`src/rtl/fifo_arb_pkg.sv`:
```
// Shared types and defaults for the FIFO write-port arbiter.
package fifo_arb_pkg;

  typedef enum logic {ARB_IDLE, ARB_LOCKED} arb_state_t;

  localparam int DEF_DATA_WIDTH   = 8;
  localparam int DEF_LOCK_TIMEOUT = 16;

  // Round-robin successor of index k among n requesters.
  function automatic int next_ptr(input int k, input int n);
    if (k + 1 >= n) return 0;
    return k + 1;
  endfunction

endpackage

```
`src/rtl/fifo_wr_arbiter_rr_pick.sv`:
```
// Combinational round-robin picker: first set bit of req at or after start, wrapping.
module rr_pick #(
  parameter int N     = 2,
  parameter int IDX_W = (N > 1) ? $clog2(N) : 1
) (
  input  logic [N-1:0]     req,
  input  logic [IDX_W-1:0] start,
  output logic             found,
  output logic [IDX_W-1:0] winner
);

  localparam logic [IDX_W:0] N_W = (IDX_W+1)'(N);

  logic [IDX_W:0] pos;

  always_comb begin
    found  = 1'b0;
    winner = '0;
    pos    = '0;
    for (int i = 0; i < N; i++) begin
      pos = {1'b0, start} + (IDX_W+1)'(i);
      if (pos >= N_W) pos = pos - N_W;
      if (!found && req[pos[IDX_W-1:0]]) begin
        found  = 1'b1;
        winner = pos[IDX_W-1:0];
      end
    end
  end

endmodule

```
`src/rtl/fifo_wr_arbiter.sv`:
```
// Round-robin arbiter sharing the TX FIFO write port, with locked multi-beat frames.
// Handshake: a beat moves on a rising edge where ack[k]=1; ack/wdata/w_inc are combinational from req.
module fifo_wr_arbiter
  import fifo_arb_pkg::*;
#(
  parameter  int NUM_REQ      = 2,
  parameter  int DATA_WIDTH   = DEF_DATA_WIDTH,
  parameter  int LOCK_TIMEOUT = DEF_LOCK_TIMEOUT,
  localparam int IDX_W        = (NUM_REQ > 1) ? $clog2(NUM_REQ) : 1
) (
  input  logic                          w_clk,
  input  logic                          w_rst,
  input  logic [NUM_REQ-1:0]            req,
  input  logic [NUM_REQ-1:0]            lock,
  input  logic [NUM_REQ*DATA_WIDTH-1:0] req_data,
  input  logic                          wfull,
  output logic [NUM_REQ-1:0]            ack,
  output logic [DATA_WIDTH-1:0]         wdata,
  output logic                          w_inc,
  output logic [IDX_W-1:0]              grant_id,
  output logic                          busy,
  output logic                          timeout_err
);

  localparam int                TCNT_W    = $clog2(LOCK_TIMEOUT) + 1;
  localparam logic [TCNT_W-1:0] TCNT_LAST = TCNT_W'(LOCK_TIMEOUT - 1);
  localparam logic [TCNT_W-1:0] TCNT_MAX  = '1;

  arb_state_t        state, state_n;
  logic [IDX_W-1:0]  prio_ptr, prio_n;
  logic [IDX_W-1:0]  owner, owner_n;
  logic [TCNT_W-1:0] tcnt, tcnt_n;
  logic              terr_n;

  logic              found;
  logic [IDX_W-1:0]  winner;
  logic              grant;
  logic [IDX_W-1:0]  gid;

  rr_pick #(.N(NUM_REQ), .IDX_W(IDX_W)) u_pick (
    .req    (req),
    .start  (prio_ptr),
    .found  (found),
    .winner (winner)
  );

  always_ff @(posedge w_clk) begin
    if (w_rst) begin
      state       <= ARB_IDLE;
      prio_ptr    <= '0;
      owner       <= '0;
      tcnt        <= '0;
      timeout_err <= 1'b0;
    end else begin
      state       <= state_n;
      prio_ptr    <= prio_n;
      owner       <= owner_n;
      tcnt        <= tcnt_n;
      timeout_err <= terr_n;
    end
  end

  always_comb begin
    state_n = state;
    prio_n  = prio_ptr;
    owner_n = owner;
    tcnt_n  = tcnt;
    terr_n  = 1'b0;
    case (state)
      ARB_IDLE: begin
        if (grant) begin
          prio_n = IDX_W'(next_ptr(int'(gid), NUM_REQ));
          if (lock[gid]) begin
            state_n = ARB_LOCKED;
            owner_n = gid;
            tcnt_n  = '0;
          end
        end
      end
      ARB_LOCKED: begin
        if (grant) begin
          prio_n = IDX_W'(next_ptr(int'(gid), NUM_REQ));
          tcnt_n = '0;
          if (!lock[owner]) state_n = ARB_IDLE;
        end else if (!req[owner]) begin
          // Only true idleness counts; a stalled owner keeps its lock indefinitely.
          if (tcnt == TCNT_LAST) begin
            state_n = ARB_IDLE;
            terr_n  = 1'b1;
            tcnt_n  = '0;
          end else if (tcnt != TCNT_MAX) begin
            tcnt_n = tcnt + 1'b1;
          end
        end
      end
      default: state_n = ARB_IDLE;
    endcase
  end

  always_comb begin
    grant = 1'b0;
    gid   = '0;
    if (!w_rst) begin
      case (state)
        ARB_IDLE:   if (!wfull && found)      begin grant = 1'b1; gid = winner; end
        ARB_LOCKED: if (!wfull && req[owner]) begin grant = 1'b1; gid = owner;  end
        default:    ;
      endcase
    end
    ack   = '0;
    wdata = '0;
    for (int k = 0; k < NUM_REQ; k++) begin
      if (grant && gid == IDX_W'(k)) begin
        ack[k] = 1'b1;
        wdata  = req_data[k*DATA_WIDTH +: DATA_WIDTH];
      end
    end
    w_inc    = grant;
    grant_id = gid;
    busy     = (state == ARB_LOCKED) && !w_rst;
  end

endmodule

```
`config.mk`:
```
export PLATFORM = sky130hd
export DESIGN_NAME = fifo_wr_arbiter
export DESIGN_NICKNAME = d
export VERILOG_FILES = /design/src/rtl/fifo_arb_pkg.sv /design/src/rtl/fifo_wr_arbiter_rr_pick.sv /design/src/rtl/fifo_wr_arbiter.sv
export SDC_FILE = /design/constraint.sdc
export NUM_CORES = 1
export LEC_CHECK = 0
export CAP_MARGIN = 20
export CORE_MARGIN = 5
export CORE_UTILIZATION = 38
export DETAILED_ROUTE_END_ITERATION = 16
export HOLD_SLACK_MARGIN = 0.03
export PLACE_DENSITY = 0.84
export SKIP_LAST_GASP = 1
export SLEW_MARGIN = 20
export SYNTH_ARGS = -nofsm -noshare
export SYNTH_HDL_FRONTEND = slang
export SYNTH_HIERARCHICAL = 1
export SYNTH_SLANG_ARGS = --single-unit
```
`constraint.sdc`:
```
create_clock -name w_clk -period 2 [get_ports w_clk]
set_input_delay 0.3 -clock w_clk [delete_from_list [all_inputs] [get_ports w_clk]]
set_output_delay 0.3 -clock w_clk [all_outputs]
set_load 0.02 [all_outputs]
```
# == Word level (Yosys, flattened, before mapping) ==
# Index checks and enable logic that the tools add are counted.
# Widths: inputs -> output; s select.
# word_totals
wordCells,91
out_inout_bits,14
reg_bits,9
inputBits,23
# classes
muxes,52
add_sub_neg,5
order_cmp,7
eq_ne,7
n_bitwise,2
reduce_logical,13
# op_table
operator,n
$mux 1,39
$mux 5,6
$mux 8,2
$pmux 5 s2,1
$lt 1x2->1 const B,4
$pmux 1 s2,4
$logic_and 1x1->1,6
$ne 2x2->1 const B,3
$add 5x1->5 const B,1
$eq 5x4->1 const B,1
$ne 5x5->1 const B,1
$add 1x1->2 const B,2
$ge 2x2->1 const B,2
$ne 4x2->1 const B,1
$reduce_and 4->1,1
$reduce_or 4->1,1
$logic_not 1->1,3
$ne 3x3->1 const B,1
$reduce_and 3->1,1
$ge 1x2->1 const B,1
$not 1->1,2
$reduce_and 2->1,1
$sub 1x1->1 const B,2

# == Logic depth before layout (Yosys ltp) ==
# Gate-level depths: netlist (run 1).
# depth
ltp_word,20
mapped_depth,7
depth_no_buf,7

# == Cells and area by module ==
# The synthesis (run 1) kept the hierarchy.
# by_module_without_submodules
mod,cells_each,area_each_um2,seq_area_each_um2,n_inst
fifo_wr_arbiter,94,693.2,180.2,1
rr_pick,3,17.5,0.0,1

# == Worst setup path after synthesis (run 1) ==
# No wires, ideal clock.
# synth_timing
path_type,reg2out
startpoint,register state
endpoint,output wdata[0]
n_path_buf,2
path_slack_ps,226
t_required_ps,1700
stages_incl_launch_ff,6
arrival_time_ps,1474
path_cell_list,dfxtp_1 buf_6 nor4b_1 a31oi_1 buf_2 a21oi_1
# synth_via
elab_chain_cells,7
word_cells_on_any_way,10
classes_between,6 x mux; 2 x bitwise; 2 x reduce/logical
# synth_rtl
item,line,text
from (decl),fifo_wr_arbiter.sv:29,"arb_state_t state, state_n;"
from (signal assigned),fifo_wr_arbiter.sv:55,state <= state_n;
$not 1->1 (no line),n/a,
$pmux 1 s2,fifo_wr_arbiter.sv:104,case (state)
$mux 1,fifo_wr_arbiter.sv:103,if (!w_rst) begin
$not 1->1,fifo_wr_arbiter.sv:113,if (grant && gid == IDX_W'(k)) begin
$logic_and 1x1->1,fifo_wr_arbiter.sv:113,
$mux 8,fifo_wr_arbiter.sv:113,
$mux 8 (*),fifo_wr_arbiter.sv:113,
to (decl),fifo_wr_arbiter.sv:18,"output logic [DATA_WIDTH-1:0] wdata,"
# Mark *: on every way between the ends. The rest lies on a longest branch, timed or not.

# == Final worst setup path (run 1) ==
# layout_timing
startpoint,register owner
endpoint,output grant_id
# layout_via
elab_chain_cells,6
# layout_rtl
item,line,text
from (decl),fifo_wr_arbiter.sv:31,"logic [IDX_W-1:0] owner, owner_n;"
from (signal assigned),fifo_wr_arbiter.sv:57,owner <= owner_n;
$mux 1 (implied by the code) (2 in series),fifo_wr_arbiter.sv:106,ARB_LOCKED: if (!wfull && req[owner]) begin grant = 1'b1; gid = owner; end
$logic_and 1x1->1,fifo_wr_arbiter.sv:106,
$mux 1 (*),fifo_wr_arbiter.sv:106,
$pmux 1 s2 (*),fifo_wr_arbiter.sv:104,
$mux 1 (*),fifo_wr_arbiter.sv:103,
to (decl),fifo_wr_arbiter.sv:20,"output logic [IDX_W-1:0] grant_id,"
# Mark *: on every way between the ends. The rest lies on a longest branch, timed or not. The select of a mux whose other input is x is not followed.

==> out/metrics.csv, run 1 <==
metric,value,unit
grt_usage,17.5,%
hold_path.startpoint,tcnt[1]$_SDFFE_PP0P_,
powerDensity,428,nW/µm²
p_int,0.385,mW
use_met1,16.7,%
p_sw,0.177,mW
synth_cells,97,
synth_cell_type_count,33,
htree_levels,1,
synth-seq-area-share,25.4,%
synth_area,711,µm²
critical_path_buf_inv_count,3,
critPathMaxStageDelay,0.35,ns
finalMaxSlewViolations,0,
finalWirelength,2320,µm
use_met3,4.79,%
finalHoldViolations,0,
cts_root_buf,clkbuf_4,
gr-total-overflow,0,
io_pins,37,
cp-start-kind,register,
fin_nets,180,
hold_ws,0.487,ns
synth.avg_cell_area,7.33,µm²
via_per_inst,5.04,
pwr-share-comb,41.3,%
die_h,53.2,µm
relSlewSlack,78.1,%
path_clk_slew,0.06,ns
path_cells,"mux2_4, a31oi_4, buf_6, buf_4, nor2_2, buf_4",
clk_latency,0.26,ns
fin_skew,0.00320,ns
cts_tree,yes,
r2r-start,state$_SDFF_PP0_,
fin_ws,0.0622,ns
std_cell_rows,15,
drive_gt1_share,33.5,%
cts.sinks,9,
dieArea,2840,µm²
dpl_cell_area,1210,µm²
initialDrtViolationCount,12,
tightest_slew,0.326,ns
endpoint_kind,primary output,
synth.yosys.warnings,6,
layout_common_cells,"buf_4, nand2_1, clkdlybuf4s50_1",
mostFrequentLayoutCell,buf_4,
cp_top_family,buffers and inverters,
cts_buffers,3,
status,"finished, final reports clean",
initial_utilization,40.7,%
r2r_setup_slack,0.09,ns
cp.arrival,1.64,ns
syn_nets,121,
critPathKind,reg -> out,
drc,0,
busiest_layer,met2,
ant_nets,0,
cp_max_fo,4,
crit_required,1.70,ns
maxCapViolations,0,
gp_congestion,0.855,
power.share.switching,31.4,%
irDropWorstVdd,241,µV
portBuffers,36,
dieWidth,53.2,µm
setup_violations,0,
use_met2,34.3,%
min_period_over_period,96.9,%
holdPathEnd,tcnt[1]$_SDFFE_PP0P_,
antennaDiodeCount,0,
reg2reg_to,tcnt[2]$_SDFFE_PP0P_,
dp_hpwl,1730,µm
fin_crit,1.94,ns
nFillCells,143,
post_drt_wl_per_cell,12.9,µm
fmax,0.516,GHz
hold_depth,2,
p_clk_share,25.1,%
antenna_found_initial,0,
dr_total_vias,907,
synth-seq-cells,9,
grt_pass1_wl,3710,µm
p_leak,0.609,nW
reg2reg_depth,6,
utilization,75.2,%
seq_power_share,33.6,%
fin_area,1310,µm²
cts_buffer_depth,2,
grt_pass1_vias,946,
syn_to_final_growth,84.7,%
crit_path_frequent_cell,buf_4,
grt_max_degree,12,
pre_cts_ws,-0.607,ns
core_area,1750,µm²
cpMaxStageDelayCell,dfxtp_2,
hold_path.class,reg -> reg,
first_pass_iters,4,
==> cell families (layout without fill, tap and decap cells) <==
family | count (synthesis) | after routing | share of synthesized area, %
compound gates | 21 | 21 | 19.7
fa+ha+maj | 1 | 1 | 1.76
buf+inv | 9 | 66 | 6.16
flops | 9 | 9 | 25.4
mux | 7 | 8 | 11.3
simple gates | 50 | 50 | 35.7
==> state kept, by name, summed over array words and instances, names as in the netlist <==
name,flops
owner,1
prio_ptr,1
state,1
tcnt,5
timeout_err,1
==> tightest hold or removal path, delay by kind of cell, from the launching register on <==
family,cells,cell delay [ns]
simple gates,1,0.07
flops,1,0.33
compound gates,1,0.05
==> cells in the mapped netlist, drive strengths merged <==
cell type / n / area, µm²
and3: 1 / 6.26
nor4b: 2 / 32.5
buf: 3 / 21.3
a21boi: 1 / 7.51
ha: 1 / 12.5
mux2: 2 / 26.3
o211ai: 1 / 21.3
or2: 1 / 6.26
nand2: 22 / 82.6
a31oi: 1 / 6.26
nand2b: 3 / 26.3
and3b: 1 / 8.76
mux2i: 5 / 53.8
o22ai: 1 / 6.26
clkbuf: 1 / 3.75
nor3: 1 / 5.00
nand4: 1 / 6.26
a21oi: 12 / 60.1
nand3b: 1 / 7.51
nand3: 5 / 25.0
o221ai: 1 / 15.0
inv: 5 / 18.8
dfxtp: 9 / 180
o21ai: 3 / 15.0
nor2: 11 / 41.3
a31o: 1 / 8.76
nor2b: 1 / 6.26
==> metal layers <==
metal / vias up / share of wire [%] / wire length [µm]
met3: 4 / 8.2 / 191
li1: 453 / - / -
met5: - / 0 / 0
met2: 36 / 51 / 1190
met1: 414 / 39 / 901
met4: 0 / 1.8 / 41
==> what timing repair did <==
action | CTS | global route
cloned | 2 | 0
setup endpoints to repair | 13 | 14
pin swaps | 2 | 2
gates resized for setup | 65 | 14
hold buffers | 0 | 0
buffers inserted | 1 | 1
==> power groups by stage <==
stage	combinational [mW]	sequential [mW]	clock (mW)
floorplan	0.100	0.189	0
global placement	0.208	0.191	0
detailed placement	0.212	0.191	0
CTS	0.225	0.188	0.142
global route	0.249	0.189	0.154
finish	0.232	0.189	0.141
==> layout make-up <==
type	count	area [µm²]	share of cell area [%]
clock buffer	4	26.3	2.00
inverter	5	18.8	1.43
multi-input combinational	80	559	42.6
sequential	9	181	13.8
tap	25	31.3	2.38
timing repair buffer	57	495	37.8
==> worst max-delay path by stage <==
stage | startpoint | endpoint | slack (ns) | cells past startpoint
floorplan | state$_SDFF_PP0_ | wdata[0] | 0.23 | 5
detailed placement | req[1] | wdata[6] | -0.61 | 7
global route | owner$_SDFFE_PP0P_ | grant_id | -0.001 | 6
finish | owner$_SDFFE_PP0P_ | grant_id | 0.06 | 6
CTS | req[1] | wdata[6] | -0.13 | 8
global placement | req[1] | wdata[1] | -0.54 | 7
==> per-stage QoR <==
stage	cells	setup TNS (ns)	total power, mW
after floorplan	97	0	0.289
after global placement	172	-7.09	0.399
after detailed placement	172	-7.85	0.403
after CTS	179	-0.344	0.555
after global routing	180	-0.00108	0.592
final	180	0	0.562
No activity file was read; power rests on OpenSTA's default activity.
==> inputs of run 2 (changes only) <==
--- a/config.mk
+++ b/config.mk
@@ -7,5 +7,5 @@
 export LEC_CHECK = 0
 export CAP_MARGIN = 20
-export CORE_MARGIN = 5
+export CORE_MARGIN = 2
 export CORE_UTILIZATION = 38
 export DETAILED_ROUTE_END_ITERATION = 16
==> constraint.sdc (replaced) <==
create_clock -name w_clk -period 2 [get_ports w_clk]
set_input_delay 0.3 -clock w_clk [delete_from_list [all_inputs] [get_ports w_clk]]
set_output_delay 0.3 -clock w_clk [all_outputs]
set_load 0.01 [all_outputs]
==> run 2 against run 1 <==
Effect of this change: largest power group unchanged; die area decreased by 21%; critical path type is now reg -> reg; non-clock buffer count grew 4; maximum frequency increased by 0.47%; worst setup slack improved by 0.0090 ns; critical path depth is 1 higher; combinational power about the same; critical endpoint is now tcnt[2]$_SDFFE_PP0P_; routed wire length grew 2.8%; total power rose by 1.6%; flip-flop and latch count stayed put.
==> out/metrics.csv, run 2 (synthesized netlist as in run 1, its figures left out) <==
metric,value,unit,change
hold_buffers,0,,unchanged
dieWidth,47.2,µm,-11%
cts.sinks,9,,unchanged
layout_common_cells,"nand2_1, buf_4, clkdlybuf4s50_1",,
via_per_inst,5.06,,+0.41%
critPathKind,reg -> reg,,
initialDrtViolationCount,15,,+3
r2r-start,state$_SDFF_PP0_,,
dp_cells,170,,-1.2%
cts_buffers,3,,unchanged
ant_nets,0,,unchanged
antenna_found_initial,0,,unchanged
fmax,0.518,GHz,+0.47%
setup_violations,0,,unchanged
min_period_over_period,96.4,%,-0.45 points
r2r_setup_slack,0.07,ns,-0.02 ns
drc,0,,unchanged
tightest_slew,0.331,ns,+0.00519 ns
hold_path.startpoint,tcnt[1]$_SDFFE_PP0P_,,
fin_skew,0.0124,ns,+0.00915 ns
post_drt_wl_per_cell,13.0,µm,+0.57%
relSlewSlack,77.8,%,-0.35 points
maxCapViolations,0,,unchanged
critical_path_buf_inv_count,2,,-1
dr_total_vias,931,,+2.6%
layout.cells.non_filler,184,,+2.2%
crit_path_frequent_cell,buf_4,,
clk_latency,0.28,ns,+0.02 ns
finalMaxSlewViolations,0,,unchanged
grt_pass1_vias,982,,+3.8%
total_power,0.570,mW,+1.6%
largest_reg_flops,5,,unchanged
cp_top_family,compound AO/OA/AOI/OAI gates,,
path_cells,"buf_4, mux2_4, buf_4, mux2i_2, o211ai_4, o21ai_0, a31o_1",,
portBuffers,36,,unchanged
grt_max_degree,9,,-3
fin_nets,184,,+2.2%
reg2reg_depth,7,,+1
fin_ws,0.0712,ns,+0.00901 ns
first_pass_iters,4,,unchanged
htree_levels,1,,unchanged
drive_gt1_share,32.7,%,-0.84 points
core_area,1750,µm²,unchanged
path_clk_slew,0.07,ns,about the same
dieArea,2230,µm²,-21%
reg2reg_to,tcnt[2]$_SDFFE_PP0P_,,
cp_max_fo,8,,+4
fin_crit,1.93,ns,-0.00901 ns
powerDensity,424,nW/µm²,-0.99%
cp-start-kind,register,,
antennaDiodeCount,0,,unchanged
holdPathEnd,tcnt[1]$_SDFFE_PP0P_,,
rsz0062_at_grt,no,,
grt_pass1_wl,3920,µm,+5.6%
regMostFlops,tcnt,,
p_leak,0.598,nW,-1.8%
die_h,47.2,µm,-11%
std_cell_rows,15,,unchanged
finalHoldViolations,0,,unchanged
finalWirelength,2390,µm,+2.8%
hold_path.class,reg -> reg,,
pre_cts_ws,-0.481,ns,+0.127 ns
crit_required,2.18,ns,+0.48 ns
cpMaxStageDelayCell,dfxtp_4,,
io_pins,37,,unchanged
initial_utilization,40.7,%,unchanged
final.setup.tns,0,ns,unchanged
cp.arrival,2.10,ns,+0.46 ns
critPathMaxStageDelay,0.41,ns,+0.06 ns
irDropWorstVdd,271,µV,+12%
gp_congestion,0.831,,-2.8%
dp_hpwl,1600,µm,-7.4%
status,"finished, final reports clean",,
endpoint_kind,register,,
cts_tree,yes,,
cts_root_buf,clkbuf_4,,
hold_ws,0.489,ns,+0.00140 ns
syn_to_final_growth,89.4,%,
cts_buffer_depth,2,,unchanged
hold_depth,2,,unchanged
grt_usage,24.9,%,+7.4 points
gr-total-overflow,0,,unchanged
run 2: worst min-delay path, stage by stage, from the launching register on:
cell	delay [ns]
dfxtp_1	0.32
nand2b_1	0.07
o21ai_1	0.05
run 2: what timing repair did:
| item | 4_1_cts | 5_1_grt |
|---|---|---|
| resized for setup | 56 | 4 |
| cloned | 3 | 0 |
| setup endpoints to repair | 13 | 7 |
| buffers inserted | 7 | 0 |
| pin swaps | 3 | 0 |
run 2: final cells by class:
cell class | instances | area [µm²]
Timing Repair Buffer | 61 | 518
Inverter | 5 | 18.8
Fill cell | 124 | 399
Multi-Input combinational cell | 80 | 567
Tap cell | 25 | 31.3
Clock buffer | 4 | 26.3
Sequential cell | 9 | 185
run 2: worst max path at each step:
stage	start	end	slack (ns)	depth (start not counted)
final	state$_SDFF_PP0_	tcnt[2]$_SDFFE_PP0P_	0.07	7
after global routing	state$_SDFF_PP0_	tcnt[2]$_SDFFE_PP0P_	0.001	7
after CTS	state$_SDFF_PP0_	tcnt[2]$_SDFFE_PP0P_	0.02	7
after detailed placement	req[0]	wdata[7]	-0.48	7
after global placement	req[0]	ack[0]	-0.41	7
after floorplan	owner$_SDFFE_PP0P_	w_inc	0.30	5
run 2: power by group:
part / internal, mW / total (mW) / leakage, nW / switching (mW)
combinational: 0.132 / 0.231 / 0.509 / 0.0982
sequential: 0.184 / 0.191 / 0.0740 / 0.00740
clock: 0.0772 / 0.149 / 0.0150 / 0.0717
total: 0.393 / 0.570 / 0.598 / 0.177
run 2: through the flow:
stage               area [µm²]  utilization, %
floorplan                  711               -
global placement          1200            68.6
detailed placement        1200            68.6
CTS                       1330            76.3
global route              1350            77.1
finish                    1350            77.1
run 2: layer usage:
layer	share of wire [%]	GRT usage [%]	wire (µm)
met5	0	0	0
met2	51	45.7	1210
met1	41	26.7	978
met4	2.3	13.3	55
met3	6.0	4.23	142
